==> config.mk <==
export PLATFORM = sky130hd
export DESIGN_NAME = pc_fetch_sequencer_flat
export DESIGN_NICKNAME = d
export VERILOG_FILES = /design/src/rtl/pc_fetch_sequencer_pkg.sv /design/src/rtl/pc_fetch_sequencer_if.sv /design/src/rtl/pc_fetch_sequencer_adder.sv /design/src/rtl/pc_fetch_sequencer_chk.sv /design/src/rtl/pc_fetch_sequencer.sv /design/src/flat_wrapper.sv
export SDC_FILE = /design/constraint.sdc
export NUM_CORES = 1
export LEC_CHECK = 0
export BUFFER_PORTS_ARGS = -buffer_cell sky130_fd_sc_hd__buf_4
export CORE_ASPECT_RATIO = 1.2
export CORE_UTILIZATION = 30
export CTS_CLUSTER_DIAMETER = 120
export CTS_CLUSTER_SIZE = 8
export DETAILED_ROUTE_END_ITERATION = 8
export PLACE_DENSITY = 0.51
export SLEW_MARGIN = 5
export SYNTH_ARGS = -nofsm -noshare
export SYNTH_HDL_FRONTEND = slang
export SYNTH_HIERARCHICAL = 1
export SYNTH_SLANG_ARGS = --single-unit
export TNS_END_PERCENT = 20
==> constraint.sdc <==
create_clock -name clk -period 5.11 [get_ports clk]
set_clock_uncertainty 0.2 [all_clocks]
set_input_delay 0.511 -clock clk [delete_from_list [all_inputs] [get_ports clk]]
set_output_delay 0.511 -clock clk [all_outputs]
set_load 0.02 [all_outputs]
==> src/rtl/pc_fetch_sequencer_pkg.sv <==
// Shared definitions for the instruction fetch sequencer: state encoding,
// reset PC default and the NOP word.
package pc_fetch_sequencer_pkg;

  typedef enum logic [1:0] {
    ST_REQ   = 2'd0,
    ST_WAIT  = 2'd1,
    ST_HOLD  = 2'd2,
    ST_FLUSH = 2'd3
  } fetch_state_e;

  localparam logic [31:0] RESET_PC_DEFAULT = 32'h0000_0000;
  localparam logic [31:0] INSTR_NOP        = 32'h0000_0000;

endpackage

==> src/rtl/pc_fetch_sequencer_if.sv <==
// Fetch-side bundle: redirect/stall from the core, imem request/response,
// and the instruction handed to decode.
interface pc_fetch_sequencer_if #(
  parameter int ADDR_W  = 32,
  parameter int INSTR_W = 32
);

  logic               redirect_valid;
  logic [ADDR_W-1:0]  redirect_pc;
  logic               stall;
  logic               imem_req;
  logic [ADDR_W-1:0]  imem_addr;
  logic               imem_gnt;
  logic               imem_rvalid;
  logic [INSTR_W-1:0] imem_rdata;
  logic               instr_valid;
  logic [INSTR_W-1:0] instr;
  logic [ADDR_W-1:0]  instr_pc;
  logic [ADDR_W-1:0]  pc_plus4;

  modport master (
    input  redirect_valid, redirect_pc, stall, imem_gnt, imem_rvalid, imem_rdata,
    output imem_req, imem_addr, instr_valid, instr, instr_pc, pc_plus4
  );

  modport slave (
    output redirect_valid, redirect_pc, stall, imem_gnt, imem_rvalid, imem_rdata,
    input  imem_req, imem_addr, instr_valid, instr, instr_pc, pc_plus4
  );

endinterface

==> src/rtl/pc_fetch_sequencer_adder.sv <==
// PC incrementer: next sequential word address, wrapping modulo 2^W.
module pc_fetch_sequencer_adder #(
  parameter int W = 32
) (
  input  logic [W-1:0] pc_i,
  output logic [W-1:0] pc_plus4_o
);

  localparam logic [W-1:0] PC_STEP = {{(W-3){1'b0}}, 3'b100};

  assign pc_plus4_o = pc_i + PC_STEP;

endmodule

==> src/rtl/pc_fetch_sequencer_chk.sv <==
// Protocol checks for the fetch sequencer: responses only while one is owed,
// and the PC stays word aligned.
module pc_fetch_sequencer_chk
  import pc_fetch_sequencer_pkg::*;
(
  input logic         clk,
  input logic         reset,
  input logic         imem_rvalid_i,
  input fetch_state_e state_i,
  input logic [1:0]   pc_lsb_i
);

  a_rvalid_owed: assert property (@(posedge clk) disable iff (reset)
    imem_rvalid_i |-> (state_i == ST_WAIT || state_i == ST_FLUSH));

  a_pc_aligned: assert property (@(posedge clk) disable iff (reset)
    pc_lsb_i == 2'b00);

endmodule

==> src/rtl/pc_fetch_sequencer.sv <==
// Holds the architectural PC, issues one-outstanding imem reads and hands each
// fetched word to decode with its PC and PC+4; redirects cancel in-flight work.
module pc_fetch_sequencer
  import pc_fetch_sequencer_pkg::*;
#(
  parameter int                ADDR_W   = 32,
  parameter int                INSTR_W  = 32,
  parameter logic [ADDR_W-1:0] RESET_PC = ADDR_W'(RESET_PC_DEFAULT)
) (
  input logic                    clk,
  input logic                    reset,
  pc_fetch_sequencer_if.master   bus
);

  fetch_state_e       state_q, state_d;
  logic [ADDR_W-1:0]  pc_q, pc_d;
  logic               req_q, req_d;
  logic               iv_q, iv_d;
  logic [INSTR_W-1:0] instr_q, instr_d;
  logic [ADDR_W-1:0]  ipc_q, ipc_d;
  logic [ADDR_W-1:0]  p4_q, p4_d;
  logic [ADDR_W-1:0]  pc_plus4_s;
  logic [ADDR_W-1:0]  redir_pc_s;
  logic               gnt_s;

  pc_fetch_sequencer_adder #(.W(ADDR_W)) u_adder (
    .pc_i       (pc_q),
    .pc_plus4_o (pc_plus4_s)
  );

  // A grant only counts against a request actually on the bus
  assign gnt_s      = bus.imem_gnt & req_q;
  assign redir_pc_s = bus.redirect_pc & ~{{(ADDR_W-2){1'b0}}, 2'b11};

  // State and output registers
  always_ff @(posedge clk or posedge reset) begin
    if (reset) begin
      state_q <= ST_REQ;
      pc_q    <= RESET_PC;
      req_q   <= 1'b0;
      iv_q    <= 1'b0;
      instr_q <= INSTR_W'(INSTR_NOP);
      ipc_q   <= {ADDR_W{1'b0}};
      p4_q    <= {ADDR_W{1'b0}};
    end else begin
      state_q <= state_d;
      pc_q    <= pc_d;
      req_q   <= req_d;
      iv_q    <= iv_d;
      instr_q <= instr_d;
      ipc_q   <= ipc_d;
      p4_q    <= p4_d;
    end
  end

  // Next-state, PC update and registered-output next values
  always_comb begin
    state_d = state_q;
    pc_d    = pc_q;
    req_d   = 1'b0;
    iv_d    = iv_q;
    instr_d = instr_q;
    ipc_d   = ipc_q;
    p4_d    = p4_q;
    case (state_q)
      ST_REQ: begin
        iv_d = 1'b0;
        if (bus.redirect_valid) begin
          pc_d = redir_pc_s;
          if (gnt_s) begin
            state_d = ST_FLUSH;
          end else begin
            req_d = 1'b1;
          end
        end else if (gnt_s) begin
          state_d = ST_WAIT;
        end else begin
          req_d = 1'b1;
        end
      end
      ST_WAIT: begin
        if (bus.imem_rvalid) begin
          if (bus.redirect_valid) begin
            pc_d    = redir_pc_s;
            state_d = ST_REQ;
            req_d   = 1'b1;
          end else begin
            iv_d    = 1'b1;
            instr_d = bus.imem_rdata;
            ipc_d   = pc_q;
            p4_d    = pc_plus4_s;
            if (bus.stall) begin
              state_d = ST_HOLD;
            end else begin
              pc_d    = pc_plus4_s;
              state_d = ST_REQ;
              req_d   = 1'b1;
            end
          end
        end else if (bus.redirect_valid) begin
          pc_d    = redir_pc_s;
          state_d = ST_FLUSH;
        end else begin
          state_d = ST_WAIT;
        end
      end
      ST_HOLD: begin
        if (bus.redirect_valid || !bus.stall) begin
          iv_d    = 1'b0;
          pc_d    = bus.redirect_valid ? redir_pc_s : pc_plus4_s;
          state_d = ST_REQ;
          req_d   = 1'b1;
        end else begin
          state_d = ST_HOLD;
        end
      end
      ST_FLUSH: begin
        if (bus.redirect_valid) begin
          pc_d = redir_pc_s;
        end else begin
          pc_d = pc_q;
        end
        // The orphan response is swallowed here and never reaches decode
        if (bus.imem_rvalid) begin
          state_d = ST_REQ;
          req_d   = 1'b1;
        end else begin
          state_d = ST_FLUSH;
        end
      end
      default: begin
        state_d = ST_REQ;
        iv_d    = 1'b0;
      end
    endcase
  end

  assign bus.imem_req    = req_q;
  assign bus.imem_addr   = pc_q;
  assign bus.instr_valid = iv_q;
  assign bus.instr       = instr_q;
  assign bus.instr_pc    = ipc_q;
  assign bus.pc_plus4    = p4_q;

  pc_fetch_sequencer_chk u_chk (
    .clk           (clk),
    .reset         (reset),
    .imem_rvalid_i (bus.imem_rvalid),
    .state_i       (state_q),
    .pc_lsb_i      (pc_q[1:0])
  );

endmodule

==> src/flat_wrapper.sv <==
// flat-port wrapper written by rule: the top's interface ports become plain ports
module pc_fetch_sequencer_flat import pc_fetch_sequencer_pkg::*;
#(
  parameter int                ADDR_W   = 32,
  parameter int                INSTR_W  = 32,
  parameter logic [ADDR_W-1:0] RESET_PC = ADDR_W'(RESET_PC_DEFAULT)
)
  (clk, reset, bus_redirect_valid, bus_redirect_pc, bus_stall, bus_imem_gnt, bus_imem_rvalid, bus_imem_rdata, bus_imem_req, bus_imem_addr, bus_instr_valid, bus_instr, bus_instr_pc, bus_pc_plus4);
  pc_fetch_sequencer_if #(.ADDR_W(ADDR_W), .INSTR_W(INSTR_W)) bus_i ();
  input logic clk;
  input logic reset;
  input wire logic [$bits(bus_i.redirect_valid)-1:0] bus_redirect_valid;
  input wire logic [$bits(bus_i.redirect_pc)-1:0] bus_redirect_pc;
  input wire logic [$bits(bus_i.stall)-1:0] bus_stall;
  input wire logic [$bits(bus_i.imem_gnt)-1:0] bus_imem_gnt;
  input wire logic [$bits(bus_i.imem_rvalid)-1:0] bus_imem_rvalid;
  input wire logic [$bits(bus_i.imem_rdata)-1:0] bus_imem_rdata;
  output wire logic [$bits(bus_i.imem_req)-1:0] bus_imem_req;
  output wire logic [$bits(bus_i.imem_addr)-1:0] bus_imem_addr;
  output wire logic [$bits(bus_i.instr_valid)-1:0] bus_instr_valid;
  output wire logic [$bits(bus_i.instr)-1:0] bus_instr;
  output wire logic [$bits(bus_i.instr_pc)-1:0] bus_instr_pc;
  output wire logic [$bits(bus_i.pc_plus4)-1:0] bus_pc_plus4;
  assign bus_i.redirect_valid = bus_redirect_valid;
  assign bus_i.redirect_pc = bus_redirect_pc;
  assign bus_i.stall = bus_stall;
  assign bus_i.imem_gnt = bus_imem_gnt;
  assign bus_i.imem_rvalid = bus_imem_rvalid;
  assign bus_i.imem_rdata = bus_imem_rdata;
  assign bus_imem_req = bus_i.imem_req;
  assign bus_imem_addr = bus_i.imem_addr;
  assign bus_instr_valid = bus_i.instr_valid;
  assign bus_instr = bus_i.instr;
  assign bus_instr_pc = bus_i.instr_pc;
  assign bus_pc_plus4 = bus_i.pc_plus4;
  pc_fetch_sequencer #(.ADDR_W(ADDR_W), .INSTR_W(INSTR_W), .RESET_PC(RESET_PC)) u_core (.clk(clk), .reset(reset), .bus(bus_i));
endmodule
==> summary.txt, run 1 <==
n_diodes = 0
post_cts resized = 0
syn avg cell area = 12.7 µm²
Max-Cap Viols = 0
count of final hold-check violations = 1
setup violators final = 0
register area = 3300 µm²
outcome = finished, violations left
Clock Latency Late Sink = 420 ps
Starting DRT DRC Count = 285
root buf cell = clkbuf_16
die width = 136 µm
WL per Instance = 17.7 µm
CP most frequent cell = nand3_1
Largest stage delay, worst path = 590 ps
clock sink count = 132
CP Buf/Inv Count = 0
CTS Buf Count = 17
Final period util = 0.575
RSZ-0062 raised after global routing = no
fillers = 2044
CP Cell Sequence = ha_1 -> nand3_1 -> nor4_4 -> nand3_1 -> xnor2_1 -> o311ai_0 -> a211oi_1
Setup TNS = 0 ps
cell family with most CP delay = simple AND/OR/NAND/NOR gates
minimum clock period = 2940 ps
Post-synth top flop = dfrtp_1
ranking of synthesized cells by area = dfrtp_1, mux2_2, mux2_1, mux2i_1, a22o_1
CP endpoint kind = flip-flop
drt pass-1 iters = 5
reg2reg start = u_core/bus.imem_addr[2]
WHS = -0.0512 ps
flops & latches, synth = 132
syn_nets = 587
slowest cell on the critical path = nor4_4
Cells after Synth = 508
Chip Height = 163 µm
Synth Cell Area = 6450 µm²
CP Max Fanout = 8
commonest non-fill, non-tap cell in the layout = buf_4
reg2reg path depth = 7
Vias/cell = 4.99
worst slew pin tran = 931 ps
vias in the first global route = 4995
DR vias = 4879
critical path depth in cells = 7
max-slew violation count = 0
fmax = 0.340 GHz
Multi-input gate area = 2910 µm²
synth unique cells = 46
Async SR Flop Fraction = 1.00
GRT overflow = 0
max_slew headroom = 0.366
failing checks = negative hold slack
DRC Markers = 0
num rows = 58
dpl hpwl = 11800 µm
maximum clock insertion buffer count = 2
critical path class = flip-flop to flip-flop
share of layout cells above drive strength 1 = 0.432
Critical Path RT = 5220 ps
die area = 22100 µm²
initial antenna violation count = 0
postcts setup bufs = 0
nets@finish = 775
Layout area overhead = 35.6%
Post-synth EDFFs = 0
first-pass GRT wire length = 27300 µm
Pleak = 0.00416 µW
Power Total = 5940 µW
worst setup path startpoint = u_core/bus.imem_addr[2]
sequential share of the synthesized area = 0.512
most frequent cells in the layout = buf_4, dfrtp_1, mux2_2, mux2_1, nand2_1
largest net degree at the start of global routing = 80
WL final = 17300 µm
H-tree lvl count = 4
Routed Antenna Nets = 0
IO Count = 200
all-layer global routing usage = 0.161
Core Region = 21000 µm²
post-synth top area cell = dfrtp_1
clk slew on worst S/H paths = 60 ps
Initial Util = 0.306
Worst setup SP type = flip-flop
Worst VDD drop = 0.310 mV
Power Density = 680 nW/µm²
worst r2r dst = u_core/bus.imem_addr[18]
hold crit path type = input pin to async pin
gpl congestion = 0.726
hold buffer count at CTS = 0
CTS tree = done
reg2reg setup slack = 2170 ps
Synthesis Warnings = 6
IO buf count = 197
Worst Path Arrival = 3050 ps
share of the synthesized area in the top cell type = 0.512
[worst register-to-register path: cells and delay by family, from the launching register on]
family / cells / cell delay, ps
flip-flops: 1 / 500
XOR/XNOR: 1 / 280
AND/OR/NAND/NOR: 3 / 1120
AO/OA/AOI/OAI: 2 / 480
adder cells (fa/ha/maj): 1 / 250
[registers in the layout, summed over array words and instances (netlist names)]
signal / flops
u_core/bus.imem_addr: 32
u_core/bus.instr: 32
u_core/bus.instr_pc: 32
u_core/bus.pc_plus4: 32
u_core/state_q: 2
u_core/bus.imem_req: 1
u_core/bus.instr_valid: 1
[worst max path at each step]
| stage | endpoint | slack (ps) |
|---|---|---|
| after detailed placement | u_core/bus.instr[25] | 1890 |
| after global routing | u_core/bus.imem_addr[24] | 2000 |
| final | u_core/bus.imem_addr[18] | 2170 |
| after floorplan | u_core/bus.imem_addr[0] | 870 |
| after global placement | u_core/bus.instr[29] | 1970 |
| after CTS | u_core/bus.imem_addr[18] | 2140 |
[cell type report]
cell class	instances	share of cell area
sequential	132	0.378
multi-input combinational	339	0.333
timing repair buffer	201	0.173
clock buffer	19	0.0518
tap	270	0.0386
clock inverter	12	0.0230
inverter	5	0.00272
[where the power goes]
group,switching (µW),internal [µW]
clock,469,891
sequential,413,1510
combinational,1430,1230
[kinds of logic (layout without fill, tap and decap cells)]
logic type      after synthesis  count (layout)  share of synthesized area
flops                       132             132                      0.512
mux                         124             124                      0.213
simple gates                 98              98                     0.0850
xor+xnor                     28              28                     0.0380
compound gates               80              80                     0.0972
fa+ha+maj                     9               9                     0.0175
buf+inv                      37             237                     0.0371
[synthesized netlist by cell type, types with 2 or more instances]
library cell	instances
dfrtp_1	132
mux2_2	58
mux2_1	40
nand2_1	33
mux2i_1	24
a22o_1	23
o22ai_1	23
xnor2_1	21
buf_2	17
a211oi_1	14
nand2b_1	10
nand3_1	10
nor3_1	10
ha_1	9
nand4_1	9
nor2_1	9
buf_6	8
o311ai_0	7
xor2_1	7
buf_4	5
inv_1	5
a221oi_1	2
a31oi_1	2
a32o_1	2
and3_1	2
clkbuf_1	2
nor2b_1	2
nor4_4	2
or2_2	2
or3b_2	2
[per-stage QoR]
| stage | instance area, µm² | std cells | util | hold slack, ps | worst slack [ps] |
|---|---|---|---|---|---|
| 2_1_floorplan | 6450 | 508 | - | 358 | 873 |
| 3_3_place_gp | 8090 | 947 | 0.384 | 275 | 1970 |
| 3_5_place_dp | 8090 | 947 | 0.384 | 282 | 1890 |
| 4_1_cts | 8740 | 978 | 0.415 | 49.7 | 2140 |
| 5_1_grt | 8740 | 978 | 0.415 | 78.4 | 2000 |
| 6_report | 8740 | 978 | 0.415 | -0.0512 | 2170 |
[routing by layer]
layer / wire length, µm / vias to the layer above / global-route usage
met2: 8740 / 164 / 0.269
met3: 1120 / 9 / 0.0464
met5: 0 / - / 0
met1: 7300 / 2458 / 0.200
met4: 146 / 0 / 0.0490
li1: - / 2248 / -
Note: power is estimated with default switching activity, not from simulation.
==> run 2: changes to the inputs <==
clock period = 2.8 ns   (was 5.11 ns; I/O delays follow)
==> summary.txt, run 2 (synthesis gave the netlist of run 1 again) <==
Logic pwr share = 0.470
Util after Layout = 0.433
n_diodes = 0
fillers = 2000
fin worst setup slack = 253 ps
setup violators final = 0
critical path class = flip-flop to flip-flop
Clk pwr share = 0.200
RSZ-0062 raised after global routing = no
Worst VDD drop = 0.582 mV
drt pass-1 iters = 4
WL per Instance = 17.3 µm
H-tree lvl count = 4
max-slew violation count = 0
vias in the first global route = 5196
die area = 22100 µm²
hold crit path type = input pin to flip-flop
postcts setup bufs = 0
reg2reg path depth = 6
dpl hpwl = 11800 µm
Starting DRT DRC Count = 235
count of final hold-check violations = 0
outcome = finished, final reports clean
num rows = 58
Setup TNS = 0 ps
Layout Cells excl Fill = 1025
initial antenna violation count = 0
Clock Latency Late Sink = 420 ps
commonest non-fill, non-tap cell in the layout = buf_4
worst hold endpoint = u_core/bus.imem_addr[18]
maximum clock insertion buffer count = 2
post_cts resized = 0
Vias/cell = 4.88
Max-Cap Viols = 0
Sequential Power Share = 0.331
hold_sp = bus_redirect_pc[18]
Worst Path Arrival = 2650 ps
reg2reg setup slack = 250 ps
Switching Power = 4290 µW
nets@finish = 821
IO buf count = 197
hold buffer count at CTS = 35
die width = 136 µm
clock sink count = 132
most frequent cells in the layout = buf_4, dfrtp_1, mux2_2, mux2_1, dlygate4sd3_1
Final period util = 0.910
CP Max Fanout = 10
Core Region = 21000 µm²
DR vias = 5004
DRC Markers = 0
Int Power = 6340 µW
Worst setup SP type = flip-flop
first-pass GRT wire length = 27900 µm
worst slew pin tran = 747 ps
WL final = 17800 µm
Initial Util = 0.306
fmax = 0.393 GHz
Power Density = 1170 nW/µm²
Chip Height = 163 µm
largest net degree at the start of global routing = 133
root buf cell = clkbuf_16
Critical Path RT = 2900 ps
CTS tree = done
dpl ws = 273 ps
Pleak = 0.00431 µW
reg2reg start = u_core/state_q[1]
worst r2r dst = u_core/bus.imem_addr[7]
Layout area overhead = 41.4%
Power Total = 10600 µW
GRT overflow = 0
max_slew headroom = 0.502
Placed Cells = 958
IO Count = 200
share of layout cells above drive strength 1 = 0.420
Routed Antenna Nets = 0
gpl congestion = 0.741
CP endpoint kind = flip-flop
clk slew on worst S/H paths = 70 ps
minimum clock period = 2550 ps
all-layer global routing usage = 0.165
CTS Buf Count = 17
hold path cells = 4
Sw Ratio = 0.404
-- run 2: layout make-up --
class | instances | area (µm²) | area share
tap | 270 | 338 | 0.0371
inverter | 5 | 22.5 | 0.00247
clock inverter | 14 | 129 | 0.0141
sequential | 132 | 3300 | 0.362
clock buffer | 18 | 429 | 0.0471
multi-input combinational | 339 | 2910 | 0.320
timing repair buffer | 247 | 1980 | 0.217
-- run 2: metrics by stage --
stage	hold WS, ps	cell area [µm²]
floorplan	193	6450
global placement	276	8210
detailed placement	282	8210
CTS	63.0	9110
global route	94.3	9110
finish	84.1	9110
-- run 2: per-layer routing --
| metal | vias up | part of all wire | wire (µm) | track usage |
|---|---|---|---|---|
| met5 | - | 0 | 0 | 0 |
| met2 | 141 | 0.50 | 8970 | 0.272 |
| met3 | 11 | 0.057 | 1010 | 0.0392 |
| met1 | 2505 | 0.43 | 7600 | 0.209 |
| met4 | 0 | 0.011 | 189 | 0.0557 |
| li1 | 2347 | - | - | - |
-- run 2: worst max-delay path by stage --
stage | startpoint | end | depth (start not counted)
global route | u_core/state_q[1] | u_core/bus.imem_addr[24] | 5
detailed placement | u_core/state_q[1] | u_core/bus.imem_addr[13] | 6
global placement | u_core/state_q[1] | u_core/bus.imem_addr[9] | 6
CTS | u_core/bus.imem_addr[2] | u_core/bus.imem_addr[21] | 7
floorplan | u_core/bus.imem_addr[2] | u_core/bus.imem_addr[24] | 7
finish | u_core/state_q[1] | u_core/bus.imem_addr[7] | 6
-- run 2: worst max-delay path, stage by stage, from the launching register on --
cell     delay [ps]
dfrtp_1         450
inv_1           170
ha_1            480
mux2i_4         550
buf_4           290
o22ai_1          90
a22o_1          190
-- run 2: power groups by stage --
stage / Sequential [µW] / Clock (µW) / Combinational, µW
after global routing: 3650 / 2270 / 5330
after global placement: 3500 / 0 / 4930
after CTS: 3530 / 2200 / 5040
after floorplan: 4400 / 0 / 2020
final: 3510 / 2120 / 4990
after detailed placement: 3550 / 0 / 4990
==> run 3: changes to the inputs <==
CORE_UTILIZATION = 52   (was 30)
HOLD_SLACK_MARGIN = 0.02   (was not set)
PLACE_DENSITY = 0.8   (was 0.51)
==> summary.txt, run 3 (synthesis gave the netlist of run 1 again) <==
share of layout cells above drive strength 1 = 0.414
fin worst setup slack = 256 ps
Power Total = 10700 µW
largest net degree at the start of global routing = 70
n_diodes = 0
CP Max Fanout = 8
Layout area overhead = 39.8%
Worst Path Arrival = 2610 ps
worst r2r dst = u_core/bus.imem_addr[24]
CP endpoint kind = flip-flop
Final period util = 0.908
vias in the first global route = 5329
critical path class = flip-flop to flip-flop
Pleak = 0.00435 µW
DRC Markers = 0
RSZ-0062 raised after global routing = no
Clock Latency Late Sink = 410 ps
cell family with most CP delay = simple AND/OR/NAND/NOR gates
Routed Antenna Nets = 0
post_cts resized = 0
CTS tree = done
Initial Util = 0.532
CP Cell Sequence = ha_1 -> nand3_1 -> nor4_4 -> buf_4 -> nand4_1 -> xnor2_1 -> o311ai_0 -> a211oi_1
max-slew violation count = 0
clock sink count = 132
WL per Instance = 18.2 µm
IO Count = 200
IO buf count = 197
num rows = 44
Largest stage delay, worst path = 470 ps
fmax = 0.393 GHz
outcome = finished, final reports clean
hold crit path type = input pin to flip-flop
max_slew headroom = 0.570
Sequential Power Share = 0.329
Sw Ratio = 0.386
maximum clock insertion buffer count = 2
dpl ws = 230 ps
die width = 104 µm
Clk pwr share = 0.211
DR vias = 5111
reg2reg start = u_core/bus.imem_addr[2]
most frequent cells in the layout = buf_4, dfrtp_1, mux2_2, mux2_1, dlygate4sd3_1
hold_sp = bus_redirect_pc[17]
die area = 12900 µm²
worst hold endpoint = u_core/bus.imem_addr[17]
commonest non-fill, non-tap cell in the layout = buf_4
hold path cells = 4
Power Density = 1190 nW/µm²
Critical Path RT = 2870 ps
count of final hold-check violations = 0
nets@finish = 817
H-tree lvl count = 4
postcts setup bufs = 0
all-layer global routing usage = 0.263
dpl hpwl = 11000 µm
first-pass GRT wire length = 26600 µm
worst slew pin tran = 627 ps
root buf cell = clkbuf_16
CP Buf/Inv Count = 1
drt pass-1 iters = 4
Int Power = 6600 µW
clk slew on worst S/H paths = 50 ps
gpl congestion = 0.806
reg2reg setup slack = 260 ps
slowest cell on the critical path = dfrtp_1
Core Region = 12100 µm²
setup violators final = 0
Worst VDD drop = 0.678 mV
Logic pwr share = 0.460
initial antenna violation count = 0
Worst setup SP type = flip-flop
Setup TNS = 0 ps
Max-Cap Viols = 0
minimum clock period = 2540 ps
Vias/cell = 5.63
Switching Power = 4150 µW
WL final = 16500 µm
Starting DRT DRC Count = 275
Chip Height = 124 µm
CTS Buf Count = 17
GRT overflow = 0
reg2reg path depth = 8
## run 3: how the worst max path moves through the flow
stage                             startpoint                       end  slack (ps)  depth (start not counted)
floorplan            u_core/bus.imem_addr[2]  u_core/bus.imem_addr[24]         450                          7
global placement     u_core/bus.imem_addr[2]  u_core/bus.imem_addr[31]         330                          7
detailed placement   u_core/bus.imem_addr[2]  u_core/bus.imem_addr[21]         230                          6
CTS                  u_core/bus.imem_addr[5]  u_core/bus.imem_addr[27]         220                          6
global route        u_core/bus.imem_addr[13]  u_core/bus.imem_addr[27]          20                          6
finish               u_core/bus.imem_addr[2]  u_core/bus.imem_addr[24]         260                          8
## run 3: what timing repair did
item	CTS	global route
endpoints found under the hold margin	166	0
hold buffers	35	0
endpoints found under the setup margin	0	2
## run 3: power by group through the flow
| stage | Combinational [µW] | Clock [µW] | Sequential [µW] |
|---|---|---|---|
| 6_report | 4940 | 2270 | 3530 |
| 5_1_grt | 5250 | 2390 | 3660 |
| 4_1_cts | 4950 | 2310 | 3520 |
| 3_5_place_dp | 4890 | 0 | 3550 |
| 3_3_place_gp | 4750 | 0 | 3480 |
| 2_1_floorplan | 2020 | 0 | 4400 |
## run 3: cell type report
type                            instances  area, µm²
Inverter                                5       22.5
Clock inverter                          4       95.1
Multi-Input combinational cell        339       2910
Fill cell                             827       3100
Tap cell                              161        201
Timing Repair Buffer                  243       1970
Clock buffer                           24        512
Sequential cell                       132       3300
## run 3: stage by stage
step | std cells | hold slack, ps | instance area, µm² | util
4_1_cts | 908 | 89.1 | 9010 | 0.744
2_1_floorplan | 508 | 193 | 6450 | -
3_3_place_gp | 845 | 229 | 8060 | 0.665
3_5_place_dp | 845 | 243 | 8060 | 0.665
6_report | 908 | 108 | 9010 | 0.744
5_1_grt | 908 | 113 | 9010 | 0.744
## run 3: worst min-delay path: stages
cell	delay, ps
buf_4	100
nand2b_1	120
o311ai_0	80
a211oi_1	70
## run 3: layer usage
layer | global-route usage | wire, µm | share of wire
met5 | 0 | 0 | 0
met4 | 0.121 | 327 | 0.020
met3 | 0.0602 | 1010 | 0.061
met2 | 0.453 | 8600 | 0.52
met1 | 0.320 | 6610 | 0.40
